File: config.mk
export PLATFORM = sky130hd
export DESIGN_NAME = handshake_rr_merge_flat
export DESIGN_NICKNAME = d
export VERILOG_FILES = /design/src/rtl/handshake_rr_merge_pkg.sv /design/src/rtl/handshake_rr_merge_if.sv /design/src/rtl/handshake_rr_merge_rr_arbiter.sv /design/src/rtl/handshake_rr_merge.sv /design/src/flat_wrapper.sv
export SDC_FILE = /design/constraint.sdc
export NUM_CORES = 1
export LEC_CHECK = 0
export ABC_AREA = 1
export BUFFER_PORTS_ARGS = -buffer_cell sky130_fd_sc_hd__buf_2
export CAP_MARGIN = 20
export CORE_UTILIZATION = 35
export CTS_CLUSTER_DIAMETER = 100
export DETAILED_ROUTE_END_ITERATION = 6
export GPL_TIMING_DRIVEN = 1
export HOLD_SLACK_MARGIN = 0.12
export MAX_ROUTING_LAYER = met4
export PLACE_DENSITY = 0.54
export SLEW_MARGIN = 10
export SYNTH_ARGS = -nofsm -noshare
export SYNTH_HDL_FRONTEND = slang
export SYNTH_SLANG_ARGS = --single-unit
File: constraint.sdc
create_clock -name CLK -period 6.71 [get_ports CLK]
set_input_delay 0.3355 -clock CLK [delete_from_list [all_inputs] [get_ports CLK]]
set_output_delay 0.3355 -clock CLK [all_outputs]
set_load 0.01 [all_outputs]
File: src/rtl/handshake_rr_merge_pkg.sv
// handshake_merge_pkg: shared constants, payload type and index helpers for the round-robin merge
package handshake_merge_pkg;
  localparam int WIDTH_DEF = 5;
  localparam int N_DEF = 3;
  localparam int DEPTH_DEF = 2;
  localparam int SW_DEF = $clog2(N_DEF);
  typedef struct packed {
    logic [WIDTH_DEF-1:0] a;
    logic [WIDTH_DEF-1:0] b;
    logic [SW_DEF-1:0]    src;
  } payload_t;
  // explicit wrap so non-power-of-two moduli behave
  function automatic int wrap_inc(input int v, input int m);
    return (v + 1 >= m) ? 0 : v + 1;
  endfunction
endpackage

File: src/rtl/handshake_rr_merge_if.sv
// handshake_rr_merge_if: bundle of the N source channels and the single merged output channel
interface handshake_rr_merge_if
  import handshake_merge_pkg::*;
#(
  parameter int WIDTH = WIDTH_DEF,
  parameter int N = N_DEF,
  parameter int DEPTH = DEPTH_DEF
) ();
  localparam int SW = $clog2(N);
  localparam int CW = $clog2(DEPTH + 1);
  logic [N-1:0]            src_valid;
  logic [N-1:0]            src_ready;
  logic [N-1:0][WIDTH-1:0] src_a;
  logic [N-1:0][WIDTH-1:0] src_b;
  logic                    dst_valid;
  logic                    dst_ready;
  logic [WIDTH-1:0]        dst_in1;
  logic [WIDTH-1:0]        dst_in2;
  logic [SW-1:0]           dst_src;
  logic [CW-1:0]           count;
  modport slave (
    input  src_valid, src_a, src_b, dst_ready,
    output src_ready, dst_valid, dst_in1, dst_in2, dst_src, count
  );
  modport master (
    output src_valid, src_a, src_b, dst_ready,
    input  src_ready, dst_valid, dst_in1, dst_in2, dst_src, count
  );
endinterface

File: src/rtl/handshake_rr_merge_rr_arbiter.sv
// rr_arbiter: one-hot round-robin grant starting at a held pointer that advances past each accepted winner
module rr_arbiter
  import handshake_merge_pkg::*;
#(
  parameter int N = N_DEF,
  localparam int SW = $clog2(N)
) (
  input  logic          clk,
  input  logic          rst,
  input  logic [N-1:0]  req,
  input  logic          adv,
  output logic [N-1:0]  grant,
  output logic [SW-1:0] idx
);
  logic [SW-1:0] ptr;
  logic          found;
  // first requester at or after ptr, wrapping modulo N
  always_comb begin
    grant = '0;
    idx = '0;
    found = 1'b0;
    for (int k = 0; k < N; k++) begin
      if (!found && req[(int'(ptr) + k) % N]) begin
        grant[(int'(ptr) + k) % N] = 1'b1;
        idx = SW'((int'(ptr) + k) % N);
        found = 1'b1;
      end
    end
  end
  // pointer moves just past the winner only when its beat is actually taken
  always_ff @(posedge clk) begin
    if (rst) ptr <= '0;
    else if (adv) ptr <= SW'(wrap_inc(int'(idx), N));
  end
endmodule

File: src/rtl/handshake_rr_merge.sv
// handshake_rr_merge: round-robin merge of N operand-pair sources into a small FIFO with a registered head
module handshake_rr_merge
  import handshake_merge_pkg::*;
#(
  parameter int WIDTH = WIDTH_DEF,
  parameter int N = N_DEF,
  parameter int DEPTH = DEPTH_DEF
) (
  input logic CLK,
  input logic RESET,
  handshake_rr_merge_if.slave bus
);
  localparam int SW = $clog2(N);
  localparam int CW = $clog2(DEPTH + 1);
  localparam int AW = $clog2(DEPTH);
  typedef struct packed {
    logic [WIDTH-1:0] a;
    logic [WIDTH-1:0] b;
    logic [SW-1:0]    src;
  } entry_t;
  entry_t        mem [DEPTH];
  entry_t        head;
  entry_t        wr_data;
  logic [AW-1:0] wr;
  logic [AW-1:0] rd;
  logic [AW-1:0] rd_inc;
  logic [CW-1:0] count;
  logic [CW-1:0] count_n;
  logic          valid_q;
  logic [N-1:0]  grant;
  logic [SW-1:0] gidx;
  logic          not_full;
  logic          push;
  logic          pop;
  rr_arbiter #(.N(N)) u_arb (
    .clk  (CLK),
    .rst  (RESET),
    .req  (bus.src_valid),
    .adv  (push),
    .grant(grant),
    .idx  (gidx)
  );
  assign not_full = count < CW'(DEPTH);
  assign bus.src_ready = grant & {N{not_full}};
  assign push = |grant && not_full;
  assign pop = valid_q && bus.dst_ready;
  assign wr_data = {bus.src_a[gidx], bus.src_b[gidx], gidx};
  assign rd_inc = AW'(wrap_inc(int'(rd), DEPTH));
  assign count_n = count + CW'(push) - CW'(pop);
  assign bus.dst_valid = valid_q;
  assign bus.dst_in1 = head.a;
  assign bus.dst_in2 = head.b;
  assign bus.dst_src = head.src;
  assign bus.count = count;
  // FIFO storage, indices and occupancy
  always_ff @(posedge CLK) begin
    if (RESET) begin
      for (int i = 0; i < DEPTH; i++) mem[i] <= '0;
      wr <= '0;
      rd <= '0;
      count <= '0;
      valid_q <= 1'b0;
    end else begin
      if (push) begin
        mem[wr] <= wr_data;
        wr <= AW'(wrap_inc(int'(wr), DEPTH));
      end
      if (pop) rd <= rd_inc;
      count <= count_n;
      valid_q <= count_n != '0;
    end
  end
  // head copy kept in flops so dst_* never pass through the read mux; it only moves on pop or fill-from-empty
  always_ff @(posedge CLK) begin
    if (RESET) head <= '0;
    else if (push && (count == '0 || (pop && count == CW'(1)))) head <= wr_data;
    else if (pop && count > CW'(1)) head <= mem[rd_inc];
  end
endmodule

File: src/flat_wrapper.sv
// flat-port wrapper written by rule: the top's interface ports become plain ports
module handshake_rr_merge_flat import handshake_merge_pkg::*;
#(
  parameter int WIDTH = WIDTH_DEF,
  parameter int N = N_DEF,
  parameter int DEPTH = DEPTH_DEF
)
  (CLK, RESET, bus_src_valid, bus_src_a, bus_src_b, bus_dst_ready, bus_src_ready, bus_dst_valid, bus_dst_in1, bus_dst_in2, bus_dst_src, bus_count);
  handshake_rr_merge_if #(.WIDTH(WIDTH), .N(N), .DEPTH(DEPTH)) bus_i ();
  input logic CLK;
  input logic RESET;
  input wire logic [$bits(bus_i.src_valid)-1:0] bus_src_valid;
  input wire logic [$bits(bus_i.src_a)-1:0] bus_src_a;
  input wire logic [$bits(bus_i.src_b)-1:0] bus_src_b;
  input wire logic [$bits(bus_i.dst_ready)-1:0] bus_dst_ready;
  output wire logic [$bits(bus_i.src_ready)-1:0] bus_src_ready;
  output wire logic [$bits(bus_i.dst_valid)-1:0] bus_dst_valid;
  output wire logic [$bits(bus_i.dst_in1)-1:0] bus_dst_in1;
  output wire logic [$bits(bus_i.dst_in2)-1:0] bus_dst_in2;
  output wire logic [$bits(bus_i.dst_src)-1:0] bus_dst_src;
  output wire logic [$bits(bus_i.count)-1:0] bus_count;
  assign bus_i.src_valid = bus_src_valid;
  assign bus_i.src_a = bus_src_a;
  assign bus_i.src_b = bus_src_b;
  assign bus_i.dst_ready = bus_dst_ready;
  assign bus_src_ready = bus_i.src_ready;
  assign bus_dst_valid = bus_i.dst_valid;
  assign bus_dst_in1 = bus_i.dst_in1;
  assign bus_dst_in2 = bus_i.dst_in2;
  assign bus_dst_src = bus_i.dst_src;
  assign bus_count = bus_i.count;
  handshake_rr_merge #(.WIDTH(WIDTH), .N(N), .DEPTH(DEPTH)) u_core (.CLK(CLK), .RESET(RESET), .bus(bus_i));
endmodule
# Word-level counts from Yosys, hierarchy flattened
# Memories as Yosys holds them, arrays and structs flattened.
# Index checks and enable logic that the tools add are counted.
[classes]
addsub = 7
multipliers = 0
n_div = 3
magnitude_cmp = 12
n_eq_ne = 1
shifts = 0
muxes = 40
bitwise = 3
reduce_logical = 18
[op_table]
columns = ["cell", "count"]
rows = [
  ["$ge A32 B1 Y1 const B", 3],
  ["$lt A32 B4 Y1 const B", 3],
  ["$mod A32 B3 Y32 const B", 2],
  ["$mux W12", 3],
  ["$mod A3 B3 Y32 const B", 1],
  ["$bmux W5 S2", 2],
  ["$mux W1", 20],
  ["$reduce_or A12 Y1", 1],
  ["$logic_and A1 B1 Y1", 10],
  ["$mux W5", 2],
  ["$mux W3", 3],
  ["$mux W2", 4],
  ["$add A2 B1 Y3 const B", 2],
  ["$bmux W1 S2", 3],
  ["$demux W1 S2", 3],
  ["$or A3 B3 Y3", 2],
  ["$add A1 B1 Y2 const B", 2],
  ["$ge A2 B2 Y1 const B", 2],
  ["$reduce_bool A2 Y1", 2],
  ["$add A2 B2 Y3 const B", 1],
  ["$and A3 B3 Y3", 1],
  ["$ge A3 B2 Y1 const B", 1],
  ["$lt A2 B3 Y1 const B", 1],
  ["$reduce_or A3 Y1", 1],
  ["8 further kinds", 9],
]
[totals]
reg_bits = 19
latchBits = 0
mem_bits_rw = 24
mem_bits_ro = 0
input_bits = 36
output_inout_bits = 18
wordCells = 93
mem_count = 1
[mem_list]
columns = ["name", "words", "width", "read_ports", "rd_clocked_by_memory_dff", "write_ports", "line", "rtl"]
rows = [
  ["u_core.mem", 2, 12, 1, 0, 2, "handshake_rr_merge.sv:21", "entry_t mem [DEPTH];"],
]

# Logic depth before layout (Yosys ltp)
# Gate-level depths: netlist (run 1).
[depth]
word_depth = 18
mapped_depth = 18
depth_no_buf = 17

# Hierarchy
# Synthesis (run 1) repeated with hierarchy kept, for this count alone.
[hier_totals]
cells_unflattened = 344
area_unflattened_um2 = 2587.5
[modules_own_cells]
columns = ["mod", "instances", "cells_per_inst", "area_each_um2", "seq_area_each_um2"]
rows = [
  ["handshake_rr_merge", 1, 284, 2227.1, 1061.0],
  ["rr_arbiter", 1, 60, 360.3, 40.0],
]

# Worst setup path before layout (run 1)
# OpenSTA, ideal clock, no wires.
[synth_path]
path_type = "reg2reg"
from = "register u_core.u_arb.ptr[0]"
to = "memory u_core.mem[0][0] in the netlist's numbering (enable)"
setup_time_ps = 350
arrival_ps = 2098
t_required_ps = 6360
path_slack_ps = 4262
stages_incl_launch_ff = 16
path_buffers = 2
period_less_slack_ps = 2448
cell_sequence = "dfxtp_1 -> inv_1 -> ha_1 -> inv_2 -> nand3_1 -> nand2_4 -> nand3_1 -> nand2_1 -> inv_1 -> nand2_2 -> nand2_2 -> nand3_2 -> buf_6 -> nand3b_4 -> buf_6 -> nand2_1"
[synth_lines]
columns = ["element", "line", "rtl"]
rows = [
  ["start: declaration", "handshake_rr_merge_rr_arbiter.sv:15", "logic [SW-1:0] ptr;"],
  ["start signal: assignment", "handshake_rr_merge_rr_arbiter.sv:33", "else if (adv) ptr <= SW'(wrap_inc(int'(idx), N));"],
  ["end: declaration", "handshake_rr_merge.sv:21", ""],
]

==> results of run 1 <==
## metrics by stage
step                      total power, mW  std cells  area [µm²]  hold slack (ns)
after detailed placement             1.28        435        2730            0.501
after global routing                 1.63        443        2840            0.420
after CTS                            1.50        443        2840            0.378
after global placement               1.28        435        2730            0.496
after floorplan                      1.11        313        2430            0.405
final                                1.48        443        2840            0.386
## routing by layer
| metal | up-vias | part of all wire [%] |
|---|---|---|
| li1 | 1096 | - |
| met1 | 969 | 46 |
| met2 | 54 | 49 |
| met3 | 7 | 4.0 |
| met4 | 0 | 1.3 |
| met5 | - | 0 |
## worst paths after layout
kind                                                    startpoint  slack (ns)  cells after the start                                  to
worst max-delay path              u_core.u_arb.ptr[0]$_SDFFE_PP0P_        3.77                     13      u_core.mem[0][3]$_SDFFCE_PN0P_
worst min-delay path                                 bus_src_b[11]        0.39                      3  u_core.bus.dst_in2[1]$_SDFFE_PP0P_
worst max register to register    u_core.u_arb.ptr[0]$_SDFFE_PP0P_        3.77                     13      u_core.mem[0][3]$_SDFFCE_PN0P_
worst min register to register  u_core.bus.dst_src[0]$_SDFFE_PP0P_        0.50                      2  u_core.bus.dst_src[0]$_SDFFE_PP0P_
## cells by family (layout without fill, tap and decap cells)
kind of cell    Yosys count  count (layout)  synth area share, %
simple gates            180             180                 33.7
buf+inv                  48              98                 8.84
flops                    43              43                 45.2
compound gates           31              31                 7.15
fa+ha+maj                 6               6                 3.08
mux                       3               3                 1.23
xor+xnor                  2               2                0.720
## placed cells by master, fill, tap and decap left out, drive strengths merged
cell type | netlist | routed
nand3b | 1 | 1
buf | 6 | 54
clkbuf | 6 | 6
o21a | 7 | 7
a31oi | 1 | 1
xnor2 | 2 | 2
clkinv | 0 | 1
inv | 36 | 36
nand2 | 114 | 114
o21ai | 7 | 7
nor2 | 30 | 30
ha | 6 | 6
a21oi | 16 | 16
bufinv | 0 | 1
edfxtp | 24 | 24
mux2i | 3 | 3
nand3 | 35 | 35
dfxtp | 19 | 19
## flip-flops by register name, summed over array words and instances (netlist names)
name,count
u_core.bus.dst_valid,1
u_core.wr,1
u_core.bus.dst_src,2
u_core.bus.dst_in2,5
u_core.bus.count,2
u_core.rd,1
u_core.mem,24
u_core.bus.dst_in1,5
u_core.u_arb.ptr,2
## power breakdown
group	leakage, nW	switching (mW)	internal (mW)	total (mW)
combinational	0.890	0.578	0.261	0.839
clock	0.0612	0.0925	0.121	0.213
sequential	0.409	0.0389	0.391	0.430
## cell type report
type	count	area (µm²)	area share [%]
Tap cell	80	100	3.52
Clock buffer	6	82.6	2.90
Multi-Input combinational cell	222	1120	39.3
Inverter	36	135	4.75
Timing Repair Buffer	54	273	9.59
Sequential cell	43	1100	38.7
Clock inverter	2	35.0	1.23
## critical path: cells and delay by family (launching register included)
family | cells | cell delay (ns)
buf+inv | 3 | 0.23
flops | 1 | 0.38
fa+ha+maj | 1 | 0.38
simple gates | 9 | 1.58
==> flow_summary.toml, run 1 <==
[synth]
syn_area_um2 = 2430
synth_area_leaders = "edfxtp_1, nand2_1, dfxtp_1"
avgSynthCellArea_um2 = 7.78
yosysWarnings = 0
synth_top_area_share_pct = 29.6
ys_seq_elements = 43
synth_async_sr_flop_share_pct = 0
yosysSeqAreaShare_pct = 45.2
synth_cell_types = 25
synth_common_cells = "nand2_1, inv_1, nand3_1"
yosysMostFrequentCell = "nand2_1"
synthCells = 313
yosysTopAreaCell = "edfxtp_1"
synth_nets = 355
synth_edf_count = 24
ys.flop_type = "edfxtp_1"

[sta]
tns_ns = 0
setup_viol = 0
slew_viol_final = 0
finClkSkew_ns = 0.00650
worstMarginPinSlew_ns = 0.576
finalCritPeriodShare_pct = 43.8
rsz0062_at_grt = "no"
layout_setup_ws_ns = 3.77
hold_viol = 0
period_needed_ns = 2.94
max_freq_mhz = 341
max-slew-margin-rel_pct = 61.5

[worst_setup_path]
crit_required_ns = 6.64
arrival_ns = 2.87
worst-path-max-fanout = 14
cp-end-kind = "flop"
slowest_stage = "nand2_1"
path_cells = "inv_1 > ha_1 > inv_2 > nand3_1 > nand2_4 > nand3_1 > nand2_1 > inv_1 > nand2_2 > nand2_2 > nand3_2 > nand3b_4 > nand2_1"
path_class = "reg -> reg"
critPathLaunchType = "flop"
max_stage_delay_ns = 0.54

[min_path]
hp-class = "in -> reg"

[power_and_ir_drop]
powerDensity_nw_per_um2 = 521
power.leakage_nw = 1.36
peakVddDrop_v = 0.000216

[floorplan]
io_pins = 54
rows = 30
initial_core_util_pct = 36.0
die_w_um = 85.4
die_area_um2 = 7290
core_area_um2 = 6760
die-height_um = 85.4

[place]
io_buffers = 53
place_ws_ns = 3.76
globalplace.congestion = 0.759
hpwl_mm = 3.97

[clocking]
clk_pin_slew_worst_paths_ns = 0.08
cts_setup_buffers = 0
hold_buffers = 0
root_buffer = "clkbuf_8"
htree_num_levels = 2
cts_tree = "yes"
cts.path.max_buffers = 2
clock-sinks = 43
cts.repair.resized = 0
cts_made_buffers = 5
clk_latency_ns = 0.29

[drt]
drc_errors = 0
drtAntennaViolNets = 0
routedWlPerCell_um = 12.9
drt_iter0_markers = 72
routed_wl_mm = 5.70
via_count = 2126
drt_first_pass_iters = 4
viasPerCell = 4.80

[global_route]
use_met1_pct = 21.5
grt_pass1_wl_mm = 9.34
grt_antenna_before_repair = 0
overflow = 0
grt_pass1_vias = 1974
grt_usage_pct = 17.3
met2_usage_pct = 28.7
grt_max_degree = 24
busiest_layer = "met2"
grt.met3_usage_pct = 3.11

[cells_and_area]
n_fill_cell = 717
drive_gt1_share_pct = 24.2
fin_nets = 404
final_util_pct = 42.1
area_growth_pct = 16.9
num_antenna_cells = 0

[run_status]
status = "completed"

[job]
maxCapViolations = 0
Note: power is estimated with default switching activity, not from simulation.
==> inputs of run 2 (changes only) <==
- clock period: 6.71 -> 2.8 ns (I/O delays scaled with it)
==> flow_summary.toml, run 2 (same netlist as run 1, synthesis figures left out) <==
[run_status]
status = "completed"

[worst_setup_path]
crit_family = "simple AND/OR/NAND/NOR gates"
worst-path-max-fanout = 7
arrival_ns = 2.46
slowest_stage = "ha_1"
cp_num_buf_inv = 3
path_class = "reg -> reg"
cp-end-kind = "flop"
critPathLaunchType = "flop"
path_cells = "inv_1 > ha_1 > inv_2 > nand2_2 > nand3_2 > nand2_4 > nor2_4 > nand3_1 > nand2_1 > nand2_1 > nand3_2 > nand3b_4 > nand2_1 > buf_4"
crit_required_ns = 2.81
crit_path_frequent_cell = "nand2_1"
r2r_start = "u_core.u_arb.ptr[0]$_SDFFE_PP0P_"
max_stage_delay_ns = 0.38
startpoint = "u_core.u_arb.ptr[0]$_SDFFE_PP0P_"

[drt]
drc_errors = 0
routed_wl_mm = 5.72
routedWlPerCell_um = 12.6
drt_iter0_markers = 89
drt_first_pass_iters = 4
viasPerCell = 4.74
drtAntennaViolNets = 0
via_count = 2146

[sta]
finalCritPeriodShare_pct = 87.7
worstMarginPinSlew_ns = 0.510
max_freq_mhz = 407
max-slew-margin-rel_pct = 66.0
hold_viol = 0
rsz0062_at_grt = "no"
hold_ws_ns = 0.189
period_needed_ns = 2.46
slew_viol_final = 0
tns_ns = 0
finClkSkew_ns = 0.00277
layout_setup_ws_ns = 0.344
setup_viol = 0

[floorplan]
core_area_um2 = 6760
io_pins = 54
die-height_um = 85.4
initial_core_util_pct = 36.0
die_w_um = 85.4
die_area_um2 = 7290
rows = 30

[cells_and_area]
most-common-layout-cells = "nand2_1, buf_2, inv_1"
num_antenna_cells = 0
area_growth_pct = 18.5
multi_input_area_um2 = 1120
postLayoutCellArea_um2 = 2880
seq_area_um2 = 1100
fin_cells = 453
n_fill_cell = 697
layout.cells.most_common = "nand2_1"
final_util_pct = 42.7
drive_gt1_share_pct = 25.7
top_register = "u_core.mem"
fin_nets = 414
largest_reg_flops = 24

[global_route]
grt_max_degree = 24
grt_pass1_wl_mm = 9.20
grt_usage_pct = 17.1
grt_antenna_before_repair = 0
grt_pass1_vias = 1915
overflow = 0

[clocking]
cts.path.max_buffers = 2
clk_latency_ns = 0.29
root_buffer = "clkbuf_8"
clock-sinks = 43
htree_num_levels = 2
cts_setup_buffers = 0
hold_buffers = 0
cts_made_buffers = 5
cts.repair.resized = 0
cts_tree = "yes"
clk_pin_slew_worst_paths_ns = 0.08

[power_and_ir_drop]
powerDensity_nw_per_um2 = 1240
p_total_mw = 3.56
power.leakage_nw = 1.39
peakVddDrop_v = 0.000336

[min_path]
hp-start = "bus_src_b[10]"
hp-class = "in -> reg"

[place]
hpwl_mm = 4.16
place_inst = 445
io_buffers = 53
place_area_um2 = 2800
place_ws_ns = 0.339
globalplace.congestion = 0.785

[job]
maxCapViolations = 0
run 2: cell count changes in the layout (fill, tap and decap cells not counted):
| cell | previous run | this run |
|---|---|---|
| clkbuf_1 | 0 | 2 |
| buf_4 | 1 | 11 |
| bufinv_16 | 1 | 0 |
| clkbuf_8 | 6 | 5 |
run 2: layout make-up:
type	count	share of cell area, %
multi-input cells	222	38.8
inverters	36	4.69
clock inverters	1	0.174
well taps	80	3.47
clock buffers	7	2.65
repair buffers	64	12.1
flip-flops and latches	43	38.2
run 2: worst min-delay path: stages:
cell	delay (ns)
buf_2	0.07
mux2i_1	0.10
a21oi_1	0.13
run 2: worst paths after layout:
check	end	cells after the start	slack (ns)
setup / recovery	u_core.mem[0][0]$_SDFFCE_PN0P_	14	0.34
hold / removal	u_core.bus.dst_in2[0]$_SDFFE_PP0P_	3	0.19
setup reg to reg	u_core.mem[0][0]$_SDFFCE_PN0P_	14	0.34
hold reg to reg	u_core.bus.dst_src[0]$_SDFFE_PP0P_	2	0.50
run 2: layer usage:
layer	wire length [µm]	GRT usage, %
met1	2690	22.6
met2	2630	26.4
met3	263	3.02
met4	143	6.52
met5	0	-
run 2: power by group:
part | switching (mW) | leakage (nW) | internal (mW)
Clock | 0.201 | 0.0422 | 0.175
Sequential | 0.0836 | 0.409 | 0.937
Combinational | 1.43 | 0.937 | 0.734
Total | 1.72 | 1.39 | 1.85
==> inputs of run 3 (changes only) <==
- PLACE_DENSITY: 0.54 -> 0.53
- SYNTH_HIERARCHICAL: default -> 1
==> flow_summary.toml, run 3 <==
[global_route]
grt_usage_pct = 17.2
grt_pass1_vias = 2145
grt_antenna_before_repair = 0
grt_max_degree = 17
grt_pass1_wl_mm = 9.96
overflow = 0

[floorplan]
initial_core_util_pct = 37.1
io_pins = 54
die_area_um2 = 7740
core_area_um2 = 6980
die-height_um = 88.0
die_w_um = 88.0
rows = 30

[worst_setup_path]
crit_required_ns = 2.99
crit_family = "simple AND/OR/NAND/NOR gates"
reg2reg_depth = 19
path_depth = 19
crit_path_frequent_cell = "inv_1"
slowest_stage = "dfxtp_2"
worst-path-max-fanout = 6
arrival_ns = 2.75
cp-end-kind = "flop"
path_class = "reg -> reg"
critPathLaunchType = "flop"
max_stage_delay_ns = 0.36
cp_num_buf_inv = 5
path_cells = "inv_1 > ha_4 > inv_2 > nand2_1 > nand3_1 > nand2_1 > nand3_2 > nor2_2 > nor2_2 > inv_1 > inv_1 > nand2_1 > nand2_4 > ha_1 > inv_1 > ha_1 > xor2_1 > nor2_1 > nor2_1"

[sta]
finalCritPeriodShare_pct = 91.3
finClkSkew_ns = 0.00428
max-slew-margin-rel_pct = 65.7
period_needed_ns = 2.56
layout_setup_ws_ns = 0.243
tns_ns = 0
setup_viol = 0
hold_viol = 0
slew_viol_final = 0
worstMarginPinSlew_ns = 0.514
rsz0062_at_grt = "no"
max_freq_mhz = 391

[synth]
synth_area_leaders = "edfxtp_1, dfxtp_1, nand2_1"
yosysWarnings = 6
yosysSeqAreaShare_pct = 42.6
ys_seq_elements = 43
synthCells = 344
synth_async_sr_flop_share_pct = 0
avgSynthCellArea_um2 = 7.52
synth_cell_types = 26
synth_edf_count = 24
yosysMostFrequentCell = "nand2_1"
yosysTopAreaCell = "edfxtp_1"
syn_area_um2 = 2590
ys.flop_type = "edfxtp_1"
synth_top_area_share_pct = 27.9
synth_common_cells = "nand2_1, inv_1, nor2_1"
synth_nets = 386

[clocking]
cts_tree = "yes"
root_buffer = "clkbuf_8"
clock-sinks = 43
cts_made_buffers = 5
clk_pin_slew_worst_paths_ns = 0.08
htree_num_levels = 2
clk_latency_ns = 0.29
cts_setup_buffers = 0
cts.path.max_buffers = 2

[power_and_ir_drop]
p_int_mw = 1.86
seqPwrFrac_pct = 28.3
pwr-share-comb_pct = 61.0
power.leakage_nw = 1.65
peakVddDrop_v = 0.000442
p_sw_mw = 1.78
powerDensity_nw_per_um2 = 1190
netSwitchingFraction_pct = 48.8
clockPowerShare_pct = 10.6

[run_status]
status = "completed"

[cells_and_area]
n_fill_cell = 751
largest_reg_flops = 24
num_antenna_cells = 0
layout.cells.most_common = "nand2_1"
most-common-layout-cells = "nand2_1, inv_1, buf_2"
postLayoutCellArea_um2 = 3070
fin_nets = 442
area_growth_pct = 18.8
fin_cells = 497
top_register = "u_core/mem"
drive_gt1_share_pct = 27.9

[place]
io_buffers = 53
place_ws_ns = 0.0905
place_area_um2 = 2950
hpwl_mm = 4.25
globalplace.congestion = 0.864
place_inst = 488

[drt]
drt_iter0_markers = 75
drtAntennaViolNets = 0
routedWlPerCell_um = 11.8
via_count = 2221
viasPerCell = 4.47
drt_first_pass_iters = 4
routed_wl_mm = 5.85
drc_errors = 0

[min_path]
hp-class = "in -> reg"
hold_depth = 3

[job]
maxCapViolations = 0
-- run 3: cell count changes in the layout (fill, tap and decap cells not counted), moves of 7 or more --
| cell | delta |
|---|---|
| or2_2 | +10 |
| nor2_1 | +20 |
| o211ai_1 | +10 |
| nand2_1 | -26 |
| a21oi_1 | -11 |
| inv_1 | +32 |
| nand3_2 | +8 |
| o21a_1 | -7 |
-- run 3: cell families after synthesis --
family,after synthesis,share of synthesized area (%)
AO/OA/AOI/OAI,25,6.62
XOR/XNOR,2,0.677
adder cells (fa/ha/maj),6,2.90
buffers and inverters,81,13.3
flip-flops,43,42.6
AND/OR/NAND/NOR,187,33.9
-- run 3: final timing paths --
kind / end / start / slack [ns]
setup reg to reg: u_core/bus.dst_valid$_SDFF_PP0_ / u_core/u_arb/ptr[0]$_SDFFE_PP0P_ / 0.24
hold / removal: u_core/rd$_SDFFE_PP0P_ / bus_dst_ready / 0.19
hold reg to reg: u_core/bus.dst_src[0]$_SDFFE_PP0P_ / u_core/bus.dst_src[0]$_SDFFE_PP0P_ / 0.49
setup / recovery: u_core/bus.dst_valid$_SDFF_PP0_ / u_core/u_arb/ptr[0]$_SDFFE_PP0P_ / 0.24
-- run 3: power groups by stage --
| stage | registers [mW] | clock network [mW] | logic [mW] |
|---|---|---|---|
| 3_3_place_gp | 1.04 | 0 | 2.18 |
| 6_report | 1.03 | 0.388 | 2.22 |
| 2_1_floorplan | 1.05 | 0 | 1.64 |
| 5_1_grt | 1.06 | 0.436 | 2.55 |
| 3_5_place_dp | 1.04 | 0 | 2.19 |
| 4_1_cts | 1.03 | 0.406 | 2.20 |
-- run 3: metrics by stage --
step | hold slack (ns) | utilization [%] | power (mW)
2_1_floorplan | 0.209 | - | 2.69
3_3_place_gp | 0.424 | 42.2 | 3.22
3_5_place_dp | 0.424 | 42.2 | 3.23
4_1_cts | 0.182 | 43.6 | 3.64
5_1_grt | 0.202 | 44.0 | 4.04
6_report | 0.190 | 44.0 | 3.64
-- run 3: worst min-delay path, stage by stage --
cell and delay (ns):
buf_2 0.10, nand2_2 0.11, a21oi_1 0.08
-- run 3: per-layer routing --
layer / vias to the layer above / track usage, % / wire [µm]
met3: 6 / 2.54 / 166
met2: 56 / 28.8 / 2760
li1: 1179 / - / -
met1: 980 / 21.7 / 2880
met4: 0 / 4.47 / 42
met5: - / - / 0
-- run 3: timing repair --
item                                   CTS  global route
gates resized for setup                  0             7
endpoints found under the hold margin    5             0
setup endpoints to repair                0            32
hold buffers                             1             0
-- run 3: area by class of cell --
type	instances	area, µm²	area share [%]
tap	96	120	3.91
clock buffer	6	72.6	2.36
multi-input combinational	220	1170	38.1
sequential	43	1100	35.9
clock inverter	2	12.5	0.407
timing repair buffer	60	333	10.8
inverter	70	263	8.55
